[src/rtl/uart_rx_pkg.sv]
// Shared types for the UART receive path.
//   rx_state_e  : receiver FSM states (also exported on the debug port)
//   PAR_*       : parity-mode encodings of the 'parity' input
//   rx_entry_t  : one receive FIFO entry {data, parity_err, frame_err, break_det}
//   maj3        : 2-of-3 majority used for the bit vote
package uart_rx_pkg;

  localparam int unsigned PKG_DATA_W = 9;  // widest frame any instance may carry

  typedef enum logic [2:0] {
    ST_IDLE   = 3'd0,
    ST_START  = 3'd1,
    ST_DATA   = 3'd2,
    ST_PARITY = 3'd3,
    ST_STOP1  = 3'd4,
    ST_STOP2  = 3'd5
  } rx_state_e;

  // parity[1]=0 means no parity bit, whatever parity[0] holds
  localparam logic [1:0] PAR_NONE = 2'b00;
  localparam logic [1:0] PAR_EVEN = 2'b10;
  localparam logic [1:0] PAR_ODD  = 2'b11;

  typedef struct packed {
    logic [PKG_DATA_W-1:0] data;
    logic                  parity_err;
    logic                  frame_err;
    logic                  break_det;
  } rx_entry_t;

  function automatic logic maj3(input logic a, input logic b, input logic c);
    return (a & b) | (a & c) | (b & c);
  endfunction

endpackage

[src/rtl/uart_rx_fifo.sv]
// First-word-fall-through FIFO holding completed receive frames.
//   PCLK, PRESETn : clock, asynchronous active-low reset
//   push_i/push_data_i : write request and entry
//   pop_i         : consumer pop (ignored when empty)
//   head_o        : entry at the head (meaningful only when !empty_o)
//   empty_o       : FIFO holds no entries
//   drop_o        : push refused because the FIFO is full and not popping
module uart_rx_fifo #(
  parameter int unsigned WIDTH = 12,
  parameter int unsigned DEPTH = 4
) (
  input  logic             PCLK,
  input  logic             PRESETn,
  input  logic             push_i,
  input  logic [WIDTH-1:0] push_data_i,
  input  logic             pop_i,
  output logic [WIDTH-1:0] head_o,
  output logic             empty_o,
  output logic             drop_o
);

  localparam int unsigned AW = (DEPTH > 1) ? $clog2(DEPTH) : 1;

  // One extra pointer bit distinguishes full from empty; pointers wrap
  // naturally because DEPTH is a power of two.
  logic [AW:0]      wr_q, rd_q;
  logic [WIDTH-1:0] mem_q [DEPTH];
  logic             full, pop_ok, push_ok;

  assign empty_o = (wr_q == rd_q);
  assign full    = (wr_q[AW] != rd_q[AW]) && (wr_q[AW-1:0] == rd_q[AW-1:0]);
  assign pop_ok  = pop_i && !empty_o;
  // A pop in the same cycle frees the slot, so a full FIFO can still accept.
  assign push_ok = push_i && (!full || pop_ok);
  assign drop_o  = push_i && !push_ok;
  assign head_o  = mem_q[rd_q[AW-1:0]];

  always_ff @(posedge PCLK or negedge PRESETn) begin
    if (!PRESETn) begin
      wr_q <= '0;
      rd_q <= '0;
    end else begin
      if (push_ok) wr_q <= wr_q + 1'b1;
      if (pop_ok)  rd_q <= rd_q + 1'b1;
    end
  end

  always_ff @(posedge PCLK) begin
    if (push_ok) mem_q[wr_q[AW-1:0]] <= push_data_i;
  end

endmodule

[src/rtl/uart_rx_framer.sv]
// UART receiver: oversampled start detection, 3-sample majority vote per
// bit, optional parity, one or two stop bits, break detection, and a small
// receive FIFO with overrun reporting.
//   PCLK, PRESETn   : clock, asynchronous active-low reset
//   rx_tick         : oversample enable (OVERSAMPLE pulses per bit)
//   RX              : asynchronous serial line, idle high
//   rx_en           : receiver enable; dropping it aborts a frame
//   frame_length, parity, stop_bit : frame format, latched at start
//   rx_data, rx_valid, rx_ready    : FIFO head and pop handshake
//   parity_err, frame_err, break_det : status of the FIFO head
//   overrun         : one-cycle pulse when a completed frame is dropped
//   state_dbg       : current receiver FSM state
//
// Handshake: an entry is consumed on a rising PCLK edge where rx_valid and
// rx_ready are both high; rx_valid never depends on rx_ready.
module uart_rx_framer
  import uart_rx_pkg::*;
#(
  parameter int unsigned DATA_MAX   = 9,
  parameter int unsigned OVERSAMPLE = 16,
  parameter int unsigned FIFO_DEPTH = 4
) (
  input  logic                PCLK,
  input  logic                PRESETn,
  input  logic                rx_tick,
  input  logic                RX,
  input  logic                rx_en,
  input  logic [3:0]          frame_length,
  input  logic [1:0]          parity,
  input  logic                stop_bit,
  output logic [DATA_MAX-1:0] rx_data,
  output logic                rx_valid,
  input  logic                rx_ready,
  output logic                parity_err,
  output logic                frame_err,
  output logic                break_det,
  output logic                overrun,
  output rx_state_e           state_dbg
);

  localparam int unsigned TCW = $clog2(OVERSAMPLE);
  localparam logic [TCW-1:0] TICK_LAST = TCW'(OVERSAMPLE - 1);
  localparam logic [TCW-1:0] TICK_S0   = TCW'(OVERSAMPLE / 2 - 1);
  localparam logic [TCW-1:0] TICK_S1   = TCW'(OVERSAMPLE / 2);
  localparam logic [TCW-1:0] TICK_VOTE = TCW'(OVERSAMPLE / 2 + 1);

  rx_state_e           state_q, state_d;
  logic [TCW-1:0]      tick_cnt_q, tick_cnt_d, tick_idx;
  logic [3:0]          bit_cnt_q, bit_cnt_d, len_q, len_d;
  logic [DATA_MAX-1:0] data_q, data_d;
  logic [1:0]          par_q, par_d, smp_q, smp_d, sync_ok_q;
  logic                two_stop_q, two_stop_d, par_bit_q, par_bit_d;
  logic                perr_q, perr_d, ferr_q, ferr_d, brk_q, brk_d;
  logic                armed_q, armed_d, rx_s1_q, rx_s2_q, overrun_q;
  logic                rx_sync, vote, push, drop, fifo_empty;
  rx_entry_t           push_entry, head_entry;

  assign rx_sync = rx_s2_q;
  // Index of the tick being processed now within the current bit.
  assign tick_idx = (tick_cnt_q == TICK_LAST) ? '0 : tick_cnt_q + 1'b1;
  assign vote = maj3(smp_q[0], smp_q[1], rx_sync);

  always_comb begin
    state_d    = state_q;
    tick_cnt_d = tick_cnt_q;
    bit_cnt_d  = bit_cnt_q;
    data_d     = data_q;
    len_d      = len_q;
    par_d      = par_q;
    two_stop_d = two_stop_q;
    smp_d      = smp_q;
    par_bit_d  = par_bit_q;
    perr_d     = perr_q;
    ferr_d     = ferr_q;
    brk_d      = brk_q;
    push       = 1'b0;
    // A start is only accepted after the line has been seen high, so a line
    // that is low out of reset or still low after a break is not a new frame.
    armed_d    = armed_q | (sync_ok_q[1] & rx_sync);

    if (state_q != ST_IDLE && !rx_en) begin
      state_d = ST_IDLE;
    end else if (state_q == ST_IDLE) begin
      if (rx_tick && rx_en && armed_q && !rx_sync) begin
        state_d    = ST_START;
        tick_cnt_d = '0;
        bit_cnt_d  = '0;
        data_d     = '0;
        par_bit_d  = 1'b0;
        perr_d     = 1'b0;
        ferr_d     = 1'b0;
        brk_d      = 1'b0;
        armed_d    = 1'b0;
        par_d      = parity;
        two_stop_d = stop_bit;
        if (frame_length < 4'd5)                len_d = 4'd5;
        else if (frame_length > 4'(DATA_MAX))   len_d = 4'(DATA_MAX);
        else                                    len_d = frame_length;
      end
    end else if (rx_tick) begin
      tick_cnt_d = tick_idx;
      if (tick_idx == TICK_S0) smp_d[0] = rx_sync;
      if (tick_idx == TICK_S1) smp_d[1] = rx_sync;
      case (state_q)
        ST_START: begin
          if (tick_idx == TICK_VOTE && vote) state_d = ST_IDLE;  // false start
          else if (tick_idx == TICK_LAST)    state_d = ST_DATA;
        end
        ST_DATA: begin
          if (tick_idx == TICK_VOTE) data_d = data_q | (DATA_MAX'(vote) << bit_cnt_q);
          if (tick_idx == TICK_LAST) begin
            if (bit_cnt_q == 4'(len_q - 4'd1)) state_d = par_q[1] ? ST_PARITY : ST_STOP1;
            else                               bit_cnt_d = bit_cnt_q + 4'd1;
          end
        end
        ST_PARITY: begin
          if (tick_idx == TICK_VOTE) begin
            par_bit_d = vote;
            // par_q[0] inverts the XOR for odd parity
            perr_d    = vote != ((^data_q) ^ par_q[0]);
          end
          if (tick_idx == TICK_LAST) state_d = ST_STOP1;
        end
        ST_STOP1: begin
          if (tick_idx == TICK_VOTE) begin
            ferr_d = !vote;
            brk_d  = (data_q == '0) && !par_bit_q && !vote;
            if (!two_stop_q) begin
              push    = 1'b1;
              state_d = ST_IDLE;
            end
          end else if (tick_idx == TICK_LAST && two_stop_q) begin
            state_d = ST_STOP2;
          end
        end
        ST_STOP2: begin
          if (tick_idx == TICK_VOTE) begin
            ferr_d  = ferr_q | !vote;
            push    = 1'b1;
            state_d = ST_IDLE;
          end
        end
        default: state_d = ST_IDLE;
      endcase
    end
  end

  always_comb begin
    push_entry            = '0;
    push_entry.data       = PKG_DATA_W'(data_q);
    push_entry.parity_err = perr_q;
    push_entry.frame_err  = ferr_d;
    push_entry.break_det  = brk_d;
  end

  always_ff @(posedge PCLK or negedge PRESETn) begin
    if (!PRESETn) begin
      state_q    <= ST_IDLE;
      tick_cnt_q <= '0;
      bit_cnt_q  <= '0;
      data_q     <= '0;
      len_q      <= '0;
      par_q      <= PAR_NONE;
      two_stop_q <= 1'b0;
      smp_q      <= '0;
      par_bit_q  <= 1'b0;
      perr_q     <= 1'b0;
      ferr_q     <= 1'b0;
      brk_q      <= 1'b0;
      armed_q    <= 1'b0;
      rx_s1_q    <= 1'b1;
      rx_s2_q    <= 1'b1;
      sync_ok_q  <= '0;
      overrun_q  <= 1'b0;
    end else begin
      state_q    <= state_d;
      tick_cnt_q <= tick_cnt_d;
      bit_cnt_q  <= bit_cnt_d;
      data_q     <= data_d;
      len_q      <= len_d;
      par_q      <= par_d;
      two_stop_q <= two_stop_d;
      smp_q      <= smp_d;
      par_bit_q  <= par_bit_d;
      perr_q     <= perr_d;
      ferr_q     <= ferr_d;
      brk_q      <= brk_d;
      armed_q    <= armed_d;
      rx_s1_q    <= RX;
      rx_s2_q    <= rx_s1_q;
      // Marks the synchroniser as holding real line samples, not reset values.
      sync_ok_q  <= {sync_ok_q[0], 1'b1};
      overrun_q  <= drop;
    end
  end

  uart_rx_fifo #(
    .WIDTH($bits(rx_entry_t)),
    .DEPTH(FIFO_DEPTH)
  ) u_fifo (
    .PCLK       (PCLK),
    .PRESETn    (PRESETn),
    .push_i     (push),
    .push_data_i(push_entry),
    .pop_i      (rx_ready),
    .head_o     (head_entry),
    .empty_o    (fifo_empty),
    .drop_o     (drop)
  );

  // Head fields are forced to zero while empty so outputs are clean after reset.
  assign rx_valid   = !fifo_empty;
  assign rx_data    = fifo_empty ? '0 : head_entry.data[DATA_MAX-1:0];
  assign parity_err = !fifo_empty && head_entry.parity_err;
  assign frame_err  = !fifo_empty && head_entry.frame_err;
  assign break_det  = !fifo_empty && head_entry.break_det;
  assign overrun    = overrun_q;
  assign state_dbg  = state_q;

endmodule

[config.mk]
export PLATFORM = sky130hd
export DESIGN_NAME = uart_rx_framer
export DESIGN_NICKNAME = d
export VERILOG_FILES = /design/src/rtl/uart_rx_pkg.sv /design/src/rtl/uart_rx_fifo.sv /design/src/rtl/uart_rx_framer.sv
export SDC_FILE = /design/constraint.sdc
export NUM_CORES = 1
export LEC_CHECK = 0
export BUFFER_PORTS_ARGS = -buffer_cell sky130_fd_sc_hd__buf_2
export CAP_MARGIN = 25
export CORE_ASPECT_RATIO = 1.25
export CORE_MARGIN = 2
export CORE_UTILIZATION = 35
export DETAILED_ROUTE_END_ITERATION = 8
export PLACE_DENSITY = 0.56
export SLEW_MARGIN = 15
export SYNTH_ARGS = -nofsm -noshare
export SYNTH_HDL_FRONTEND = slang
export SYNTH_HIERARCHICAL = 1
export SYNTH_SLANG_ARGS = --single-unit
export TNS_END_PERCENT = 1
[constraint.sdc]
create_clock -name PCLK -period 6.4 [get_ports PCLK]
set_input_delay 0.96 -clock PCLK [delete_from_list [all_inputs] [get_ports PCLK]]
set_output_delay 0.96 -clock PCLK [all_outputs]
set_load 0.02 [all_outputs]
# Yosys cells after proc, flatten, opt, wreduce, memory -nomap -nowiden
# Memory sizes are Yosys's and may differ from the RTL's.
# Index checks and enable logic that the tools add are counted.
totals:
  register_bits: 45
  ram_bits: 48
  inputBits: 13
  elab_cells: 173
  mem_count: 1
op_classes:
  add_sub_neg: 5
  order_cmp: 2
  eq_ne: 25
  shift: 1
  mux: 66
  bitwise: 12
  n_reduce_logical: 41
memory_table:
  columns: ["name", "depth", "word_bits", "read_ports", "rd_clocked_by_memory_dff", "write_ports", "line", "text"]
  rows:
  - ["u_fifo.mem_q", 4, 12, 1, 0, 1, "uart_rx_fifo.sv:27", "logic [WIDTH-1:0] mem_q [DEPTH];"]
ops:
  columns: ["operator", "count"]
  rows:
  - ["two-way mux 9 bit", 6]
  - ["two-way mux 4 bit", 11]
  - ["two-way mux 3 bit", 14]
  - ["two-way mux 1 bit", 32]
  - ["== test 4 bit (second input constant)", 4]
  - ["inequality test 4 bit (second input constant)", 4]
  - ["logical AND 1 bit", 15]
  - ["inequality test 5 bit (second input constant)", 3]
  - ["case mux 3 bit (5 select lines)", 1]
  - ["AND reduction 5 bit", 2]
  - ["nonzero test 2 bit", 5]
  - ["logical NOT 9 bit", 1]
  - ["bitwise OR 9 bit", 1]
  - ["AND reduction 9 bit", 1]
  - ["XOR reduction 9 bit", 1]
  - ["left shift 1 x 4 -> 9 bit", 1]
  - ["adder 4 x 1 -> 4 bit (second input constant)", 2]
  - ["AND reduction 4 bit", 2]
  - ["logical NOT 1 bit", 7]
  - ["adder 3 x 1 -> 3 bit (second input constant)", 2]
  - ["== test 3 x 2 -> 1 bit (second input constant)", 2]
  - ["== test 3 bit (second input constant)", 2]
  - ["AND reduction 3 bit", 2]
  - ["AND reduction 6 bit", 1]
  - ["20 further kinds", 30]

# Logic depth before layout (Yosys ltp)
# Gate-level depths: netlist (run 1).
depth:
  depth_word: 11
  depth_mapped: 8
  mapped_depth_nobuf: 8

# By module
# The synthesis (run 1) kept the hierarchy.
modules_own_cells:
  columns: ["mod", "instances", "cells_per_inst", "area_per_inst_um2", "seq_area_each_um2"]
  rows:
  - ["uart_rx_framer", 1, 261, 2392.3, 978.4]
  - ["uart_rx_fifo", 1, 104, 2157.1, 1591.5]

# Least setup slack after synthesis (run 1)
# No wires, ideal clock.
synth_timing:
  path_type: "input to register"
  from: "input port rx_en"
  to: "memory u_fifo.mem_q[1][0], enable pin"
  setup_time_ns: 0.355
  arrival_ns: 2.313
  required_ns: 6.045
  setup_slack_ns: 3.732
  cell_stages: 4
  n_path_buf: 1
  path_cell_list: "clkbuf_1 nand3_1 nor3_1 and3_1"
synth_between:
  elab_chain_cells: 6
synth_lines:
  columns: ["element", "line", "text"]
  rows:
  - ["start, declared", "uart_rx_framer.sv:27", "input logic rx_en,"]
  - ["logical NOT 1 bit", "uart_rx_framer.sv:81", "if (state_q != ST_IDLE && !rx_en) begin"]
  - ["logical AND 1 bit", "uart_rx_framer.sv:81", null]
  - ["two-way mux 1 bit", "uart_rx_framer.sv:81", null]
  - ["named net push", "uart_rx_framer.sv:55", "logic rx_sync, vote, push, drop, fifo_empty;"]
  - ["logical AND 1 bit", "uart_rx_fifo.sv:34", "assign push_ok = push_i && (!full || pop_ok);"]
  - ["two-way mux 1 bit", "uart_rx_fifo.sv:49", "if (push_ok) mem_q[wr_q[AW-1:0]] <= push_data_i;"]
  - ["two-way mux 1 bit (not written as such)", "uart_rx_fifo.sv:49", null]
  - ["end, declared", "uart_rx_fifo.sv:27", null]
# The timed path passes the listed nets, and every way through them passes these cells.

# Worst setup path in the final report (run 1)
layout_timing:
  from: "register u_fifo.rd_q[0]"
  to: "output port rx_data[1]"
layout_between:
  elab_chain_cells: 2
layout_lines:
  columns: ["element", "line", "text"]
  rows:
  - ["start, declared", "uart_rx_fifo.sv:26", "logic [AW:0] wr_q, rd_q;"]
  - ["start signal, assigned", "uart_rx_fifo.sv:44", "if (pop_ok) rd_q <= rd_q + 1'b1;"]
  - ["== test 3 bit", "uart_rx_fifo.sv:30", "assign empty_o = (wr_q == rd_q);"]
  - ["named net fifo_empty", "uart_rx_framer.sv:55", null]
  - ["two-way mux 9 bit", "uart_rx_framer.sv:213", "assign rx_data = fifo_empty ? '0 : head_entry.data[DATA_MAX-1:0];"]
  - ["end, declared", "uart_rx_framer.sv:31", "output logic [DATA_MAX-1:0] rx_data,"]
# The timed path passes the listed nets, and every way through them passes these cells.

==> reports/metrics.csv, run 1 <==
stage;metric;value;unit
run_status;status;complete, no violations;
worst_setup_path;worst path required time;5440;ps
synthesis;mapped cell area;4550;um2
grt;GRT overflow;0;
route;drt wl/cell;15.2;um
synthesis;Post-synth top cells;edfxtp_1 (48), dfrtp_1 (43), nand2_1 (36);
die;Die Ht;131;um
timing;Slew HR;0.378;
die;die area;13900;um2
route;1st-iter DRT viols;94;
pwr;peak supply drop;187;uV
worst_setup_path;crit path max fanout;15;
grt;first-pass GRT wire length;14.3;mm
cts;Post-CTS Setup Bufs;0;
route;TritonRoute pass-1 iters;5;
synthesis;Top FF cell, synth;edfxtp_1;
place;post-DP HPWL;5.94;mm
worst_setup_path;Worst Setup End Kind;output pin;
synthesis;Synth warnings;6;
die;die width;106;um
cts;H-Tree Depth;3;
worst_hold_path;Hold Path Sink;sync_ok_q[1];
cts;root buffer cell;clkbuf_16;
worst_setup_path;FF-to-FF setup slack;3250;ps
timing;Final period util;0.505;
cells_and_area;Layout area overhead;12.8;%
cells_and_area;Seq. cell area;2570;um2
synthesis;count of cell types in the netlist;63;
worst_setup_path;RR Startpoint;tick_cnt_q[0];
timing;post-route minimum period;3230;ps
cts;Clock Latency Late Sink;340;ps
worst_setup_path;worst r2r path cells;6;
synthesis;asr flop ratio synth;0.484;
worst_setup_path;crit start category;flip-flop;
die;core region area;12700;um2
timing;RSZ-0062 raised after global routing;no;
place;Port Buf Inserts;29;
cells_and_area;Nets;418;
cts;Reg clk slew, reported paths;70;ps
timing;Final Setup Violations;0;
synthesis;Post-Syn Instances;365;
route;DRC;0;
worst_hold_path;worst hold stages;0;
die;std cell rows;46;
cells_and_area;multi-input logic area;1830;um2
grt;GR met1 Demand/Resource;0.168;
synthesis;area share of the largest cell type after synthesis;0.317;
run;max cap viols;0;
cts;CTS tree;yes;
die;Initial Utilization;0.358;
grt;initial antenna violation count;0;
worst_setup_path;WP data arrival;2270;ps
die;# IOs;30;
timing;Slew Viols, Final;0;
route;drt total wl;8.55;mm
grt;GRT Max-Usage Layer;met2;
synthesis;top post-synthesis cells by area;edfxtp_1 (32%), dfrtp_1 (24%), mux4_2 (5.9%), ha_1 (4.1%), nand2_1 (3.0%);
route;DRT antenna net count;0;
cells_and_area;Fillers;1188;
cts;Max Root-Sink Buffers;2;
worst_hold_path;hold path start;sync_ok_q[0];
synthesis;cell with the most instances after synthesis;edfxtp_1;
cts;Post-CTS Hold Fix Bufs;0;
synthesis;Syn Area/Cell;12.5;um2
grt;vias in the first global route;2866;
timing;final setup TNS;0;ps
grt;grt met2 use;0.219;
timing;Max Clk Rate;310;MHz
grt;GRT met3 Usage;0.0223;
route;Vias/cell;5.09;
worst_setup_path;Crit Path Category;reg -> out;
cells_and_area;ant diodes;0;
timing;Worst-Margin Slew;933;ps
cells_and_area;share of cells above drive strength 1;0.190;
route;Via Count;2866;
synthesis;Mapped Nets;393;
timing;Final Hold Viols;0;
grt;pin count of the biggest net entering global routing;46;
timing;Worst Skew;7.53;ps
pwr;PwrDens;365;nW/um2
synthesis;Synth Register Bits;93;
cells_and_area;final core utilization;0.403;
pwr;Static Leak;2.02;nW
worst_setup_path;RR Endpoint;u_fifo/mem_q[1][0];
worst_hold_path;Worst Hold Class;reg -> reg;
cts;CTS buffer count;9;
cts;post-CTS sizing;0;
cts;CTS Sinks;93;
grt;Tot GR Track Use;0.131;
synthesis;number of synthesized flops with an enable pin;48;
synthesis;sequential share of the synthesized area;0.565;
synthesis;post-synth top area cell;edfxtp_1;
place;Placer Congestion;0.813;
## placed cells by master, fill, tap and decap left out, types with 4 or more instances in the layout
cell,netlist,routed
a21oi_1,7,7
a22o_1,5,5
and3_1,7,7
buf_2,5,28
clkbuf_16,0,9
dfrtp_1,43,43
edfxtp_1,48,48
ha_1,15,15
inv_1,18,18
mux2_2,6,6
mux4_2,12,12
nand2_1,36,36
nand2b_1,6,6
nand3_1,6,6
nor2_1,13,13
nor2b_1,18,18
nor3_1,8,8
nor3b_1,4,4
nor4_1,4,4
o21a_1,4,4
o21ai_0,11,11
o21ai_1,4,4
o22ai_1,4,4
xnor2_1,14,14
## sequential cells by signal (all words and copies together) (netlist names), 2 cells and up
name and cells:
bit_cnt_q 4, data_q 9, len_q 4, par_q 2, smp_q 2, state_dbg 3, sync_ok_q 2, tick_cnt_q 4
u_fifo/mem_q 48, u_fifo/rd_q 3, u_fifo/wr_q 3
## cell type report
type,instances,share of cell area
clock buffer,9,0.0439
clock inverter,7,0.0127
inverter,18,0.0132
multi-input combinational,237,0.357
sequential,93,0.501
tap,168,0.0410
timing repair buffer,31,0.0317
## per-stage QoR
| step | hold slack, ps | setup slack [ps] | total power, mW | instances | instance area, um2 |
|---|---|---|---|---|---|
| 6_report | 350 | 3170 | 1.87 | 563 | 5130 |
| 4_1_cts | 353 | 3060 | 1.90 | 562 | 5120 |
| 3_5_place_dp | 337 | 3190 | 1.38 | 546 | 4830 |
| 2_1_floorplan | 331 | 3730 | 1.23 | 365 | 4550 |
| 5_1_grt | 355 | 2910 | 1.99 | 563 | 5130 |
| 3_3_place_gp | 332 | 3260 | 1.37 | 546 | 4830 |
## cells by family (layout without fill, tap and decap cells)
| logic type | after synthesis | after routing | share of synthesized area |
|---|---|---|---|
| buf+inv | 35 | 65 | 0.0330 |
| mux | 20 | 20 | 0.0787 |
| xor+xnor | 19 | 19 | 0.0399 |
| other cells | 1 | 1 | 0.000824 |
| compound gates | 60 | 60 | 0.0943 |
| flops | 93 | 93 | 0.565 |
| simple gates | 121 | 121 | 0.145 |
| fa+ha+maj | 16 | 16 | 0.0435 |
## report_power, final
group / total, mW / switching (mW) / internal (mW)
sequential: 0.784 / 0.103 / 0.681
clock: 0.515 / 0.242 / 0.273
combinational: 0.575 / 0.308 / 0.267
## layer usage
layer / routed length, um / part of all wire
met4: 151 / 0.018
met1: 3770 / 0.44
met2: 4360 / 0.51
met5: 0 / 0
met3: 261 / 0.031
## worst max-delay path, cell delays in order, from the launching register on
cell	delay [ps]
dfrtp_1	950
xor2_2	270
nor3_1	260
buf_4	230
nor2b_1	60
buf_2	150
## how the worst max path moves through the flow
stage              startpoint  cells past startpoint                  to
6_report       u_fifo/rd_q[0]                      5          rx_data[1]
5_1_grt        u_fifo/rd_q[0]                      5          rx_data[2]
4_1_cts        u_fifo/rd_q[0]                      5          parity_err
3_5_place_dp            rx_en                      4  u_fifo/mem_q[1][7]
3_3_place_gp            rx_en                      4  u_fifo/mem_q[1][4]
2_1_floorplan           rx_en                      4  u_fifo/mem_q[1][0]
(Power assumes the default switching activity.)
==> inputs of run 2 (changes only) <==
- clock period: 6.4 -> 3.25 ns (I/O delays scaled with it)
==> run 2 against run 1 <==
Die area is the same. Sequential cell count is the same. Critical endpoint is now u_fifo/mem_q[0][1]. Global-route usage grew 0.35 points. Routed wire length grew 1.2%. Hold slack lost 300 ps. Via count grew 0.73%. Power grew 110%. Non-clock buffer count grew 3. Sequential share of layout area shrank 0.69 points.
==> reports/metrics.csv, run 2 (synthesis results as in run 1) <==
stage;metric;value;unit;change
timing;Slew Viols, Final;0;;unchanged
worst_setup_path;critical path's largest stage delay;590;ps;was 950 ps
worst_setup_path;Worst Setup End Kind;flip-flop;;was output pin
die;Initial Utilization;0.358;;unchanged
die;Die Ht;131;um;unchanged
die;# IOs;30;;unchanged
worst_setup_path;RR Endpoint;u_fifo/mem_q[0][1];;was u_fifo/mem_q[1][0]
worst_setup_path;Buf+Inv Stages, Crit Path;1;;was 2
worst_setup_path;capture point of the worst path;u_fifo/mem_q[0][1];;was rx_data[1]
worst_setup_path;crit start category;flip-flop;;unchanged
timing;Final Hold Viols;0;;unchanged
route;TritonRoute pass-1 iters;4;;was 5
timing;setup ws final;422;ps;was 3170 ps
worst_setup_path;worst path required time;3220;ps;was 5440 ps
cells_and_area;share of cells above drive strength 1;0.193;;was 0.190
timing;Final Setup Violations;0;;unchanged
worst_setup_path;Critical Path Slowest Stage Cell;and3_1;;was dfrtp_1
place;Placer Congestion;0.799;;was 0.813
cts;CTS buffer count;9;;unchanged
timing;Max Clk Rate;354;MHz;
die;std cell rows;46;;unchanged
cts;Max Root-Sink Buffers;2;;unchanged
route;drt total wl;8.65;mm;was 8.55 mm
grt;vias in the first global route;2981;;was 2866
worst_setup_path;Crit. Startpoint;tick_cnt_q[0];;was u_fifo/rd_q[0]
die;die width;106;um;unchanged
place;Setup WS pre-CTS;417;ps;was 3190 ps
cts;Post-CTS Hold Fix Bufs;0;;unchanged
grt;GRT overflow;0;;unchanged
timing;Min Hold Slack;53.4;ps;was 350 ps
worst_setup_path;worst r2r path cells;7;;was 6
cells_and_area;most frequent cells in the layout;edfxtp_1 (48), dfrtp_1 (43), nand2_1 (36);;unchanged
cts;root buffer cell;clkbuf_16;;unchanged
timing;post-route minimum period;2830;ps;
cells_and_area;Nets;421;;was 418
cells_and_area;final core utilization;0.409;;was 0.403
cells_and_area;post-route cell area;5200;um2;was 5130 um2
route;DRT antenna net count;0;;unchanged
timing;Slew HR;0.521;;was 0.378
grt;Tot GR Track Use;0.134;;was 0.131
timing;Worst-Margin Slew;719;ps;was 933 ps
worst_setup_path;crit path max fanout;12;;was 15
place;DP Area;4870;um2;was 4830 um2
cells_and_area;Largest register FFs;48;;unchanged
timing;final setup TNS;0;ps;unchanged
cts;post-CTS sizing;0;;unchanged
place;Port Buf Inserts;29;;unchanged
worst_setup_path;cells along the critical path;ha_1 -> nor4bb_1 -> a31o_2 -> nand2_1 -> nor3_1 -> buf_4 -> and3_1;;was xor2_2 -> nor3_1 -> buf_4 -> nor2b_1 -> buf_2
cells_and_area;Layout area overhead;14.3;%;was 12.8%
worst_setup_path;CP Depth;7;;was 5
worst_setup_path;CP top delay family;simple AND/OR/NAND/NOR gates;;was flip-flops
cells_and_area;ant diodes;0;;unchanged
timing;Final period util;0.870;;
route;Via Count;2887;;was 2866
worst_setup_path;FF-to-FF setup slack;420;ps;was 3250 ps
worst_setup_path;Crit Path Category;reg -> reg;;was reg -> out
route;drt wl/cell;15.3;um;was 15.2 um
timing;RSZ-0062 raised after global routing;no;;unchanged
cells_and_area;leading cell type in the layout, fill and taps excluded;edfxtp_1;;unchanged
grt;first-pass GRT wire length;14.8;mm;was 14.3 mm
die;core region area;12700;um2;unchanged
worst_setup_path;WP data arrival;2800;ps;was 2270 ps
cts;H-Tree Depth;3;;unchanged
worst_setup_path;RR Startpoint;tick_cnt_q[0];;unchanged
pwr;Static Leak;2.07;nW;was 2.02 nW
cts;Clock Latency Late Sink;340;ps;about the same
pwr;PwrDens;740;nW/um2;was 365 nW/um2
worst_hold_path;Worst Hold Class;in -> async;;was reg -> reg
run_status;status;complete, no violations;;unchanged
grt;initial antenna violation count;0;;unchanged
route;Vias/cell;5.10;;was 5.09
route;DRC;0;;unchanged
cts;CTS Sinks;93;;unchanged
timing;Worst Skew;8.22;ps;was 7.53 ps
pwr;peak supply drop;358;uV;was 187 uV
route;1st-iter DRT viols;99;;was 94
grt;pin count of the biggest net entering global routing;33;;was 46
cts;Post-CTS Setup Bufs;0;;unchanged
place;post-DP HPWL;6.12;mm;was 5.94 mm
run;max cap viols;0;;unchanged
cts;Reg clk slew, reported paths;70;ps;about the same
cts;CTS tree;yes;;unchanged
die;die area;13900;um2;unchanged
-- run 2: where the power goes --
part           switching (mW)  internal, mW
sequential              0.142          1.34
clock                   0.466         0.691
combinational           0.670         0.536
-- run 2: layout make-up --
type	instances	area, um2
fillers	1175	7520
flip-flops and latches	93	2570
multi-input cells	237	1830
clock buffers	10	229
well taps	168	210
repair buffers	34	195
clock inverters	6	100
inverters	18	67.6
-- run 2: worst min path at each step --
stage | slack, ps | start | to | cells after the start
after detailed placement | 340 | sync_ok_q[0] | sync_ok_q[1] | 0
after global routing | 60 | PRESETn | smp_q[0] | 1
final | 50 | PRESETn | smp_q[1] | 1
after global placement | 340 | sync_ok_q[0] | sync_ok_q[1] | 0
after floorplan | 190 | PRESETn | armed_q | 0
after CTS | 50 | PRESETn | smp_q[1] | 1
-- run 2: routing by layer --
layer	wire, um	track usage
met4	182	0.0548
met1	3870	0.172
met2	4250	0.217
met5	0	0
met3	358	0.0327
-- run 2: stage by stage --
stage | power (mW) | std cells
CTS | 3.91 | 566
detailed placement | 2.74 | 550
global route | 4.09 | 566
global placement | 2.71 | 549
finish | 3.85 | 566
floorplan | 2.42 | 365
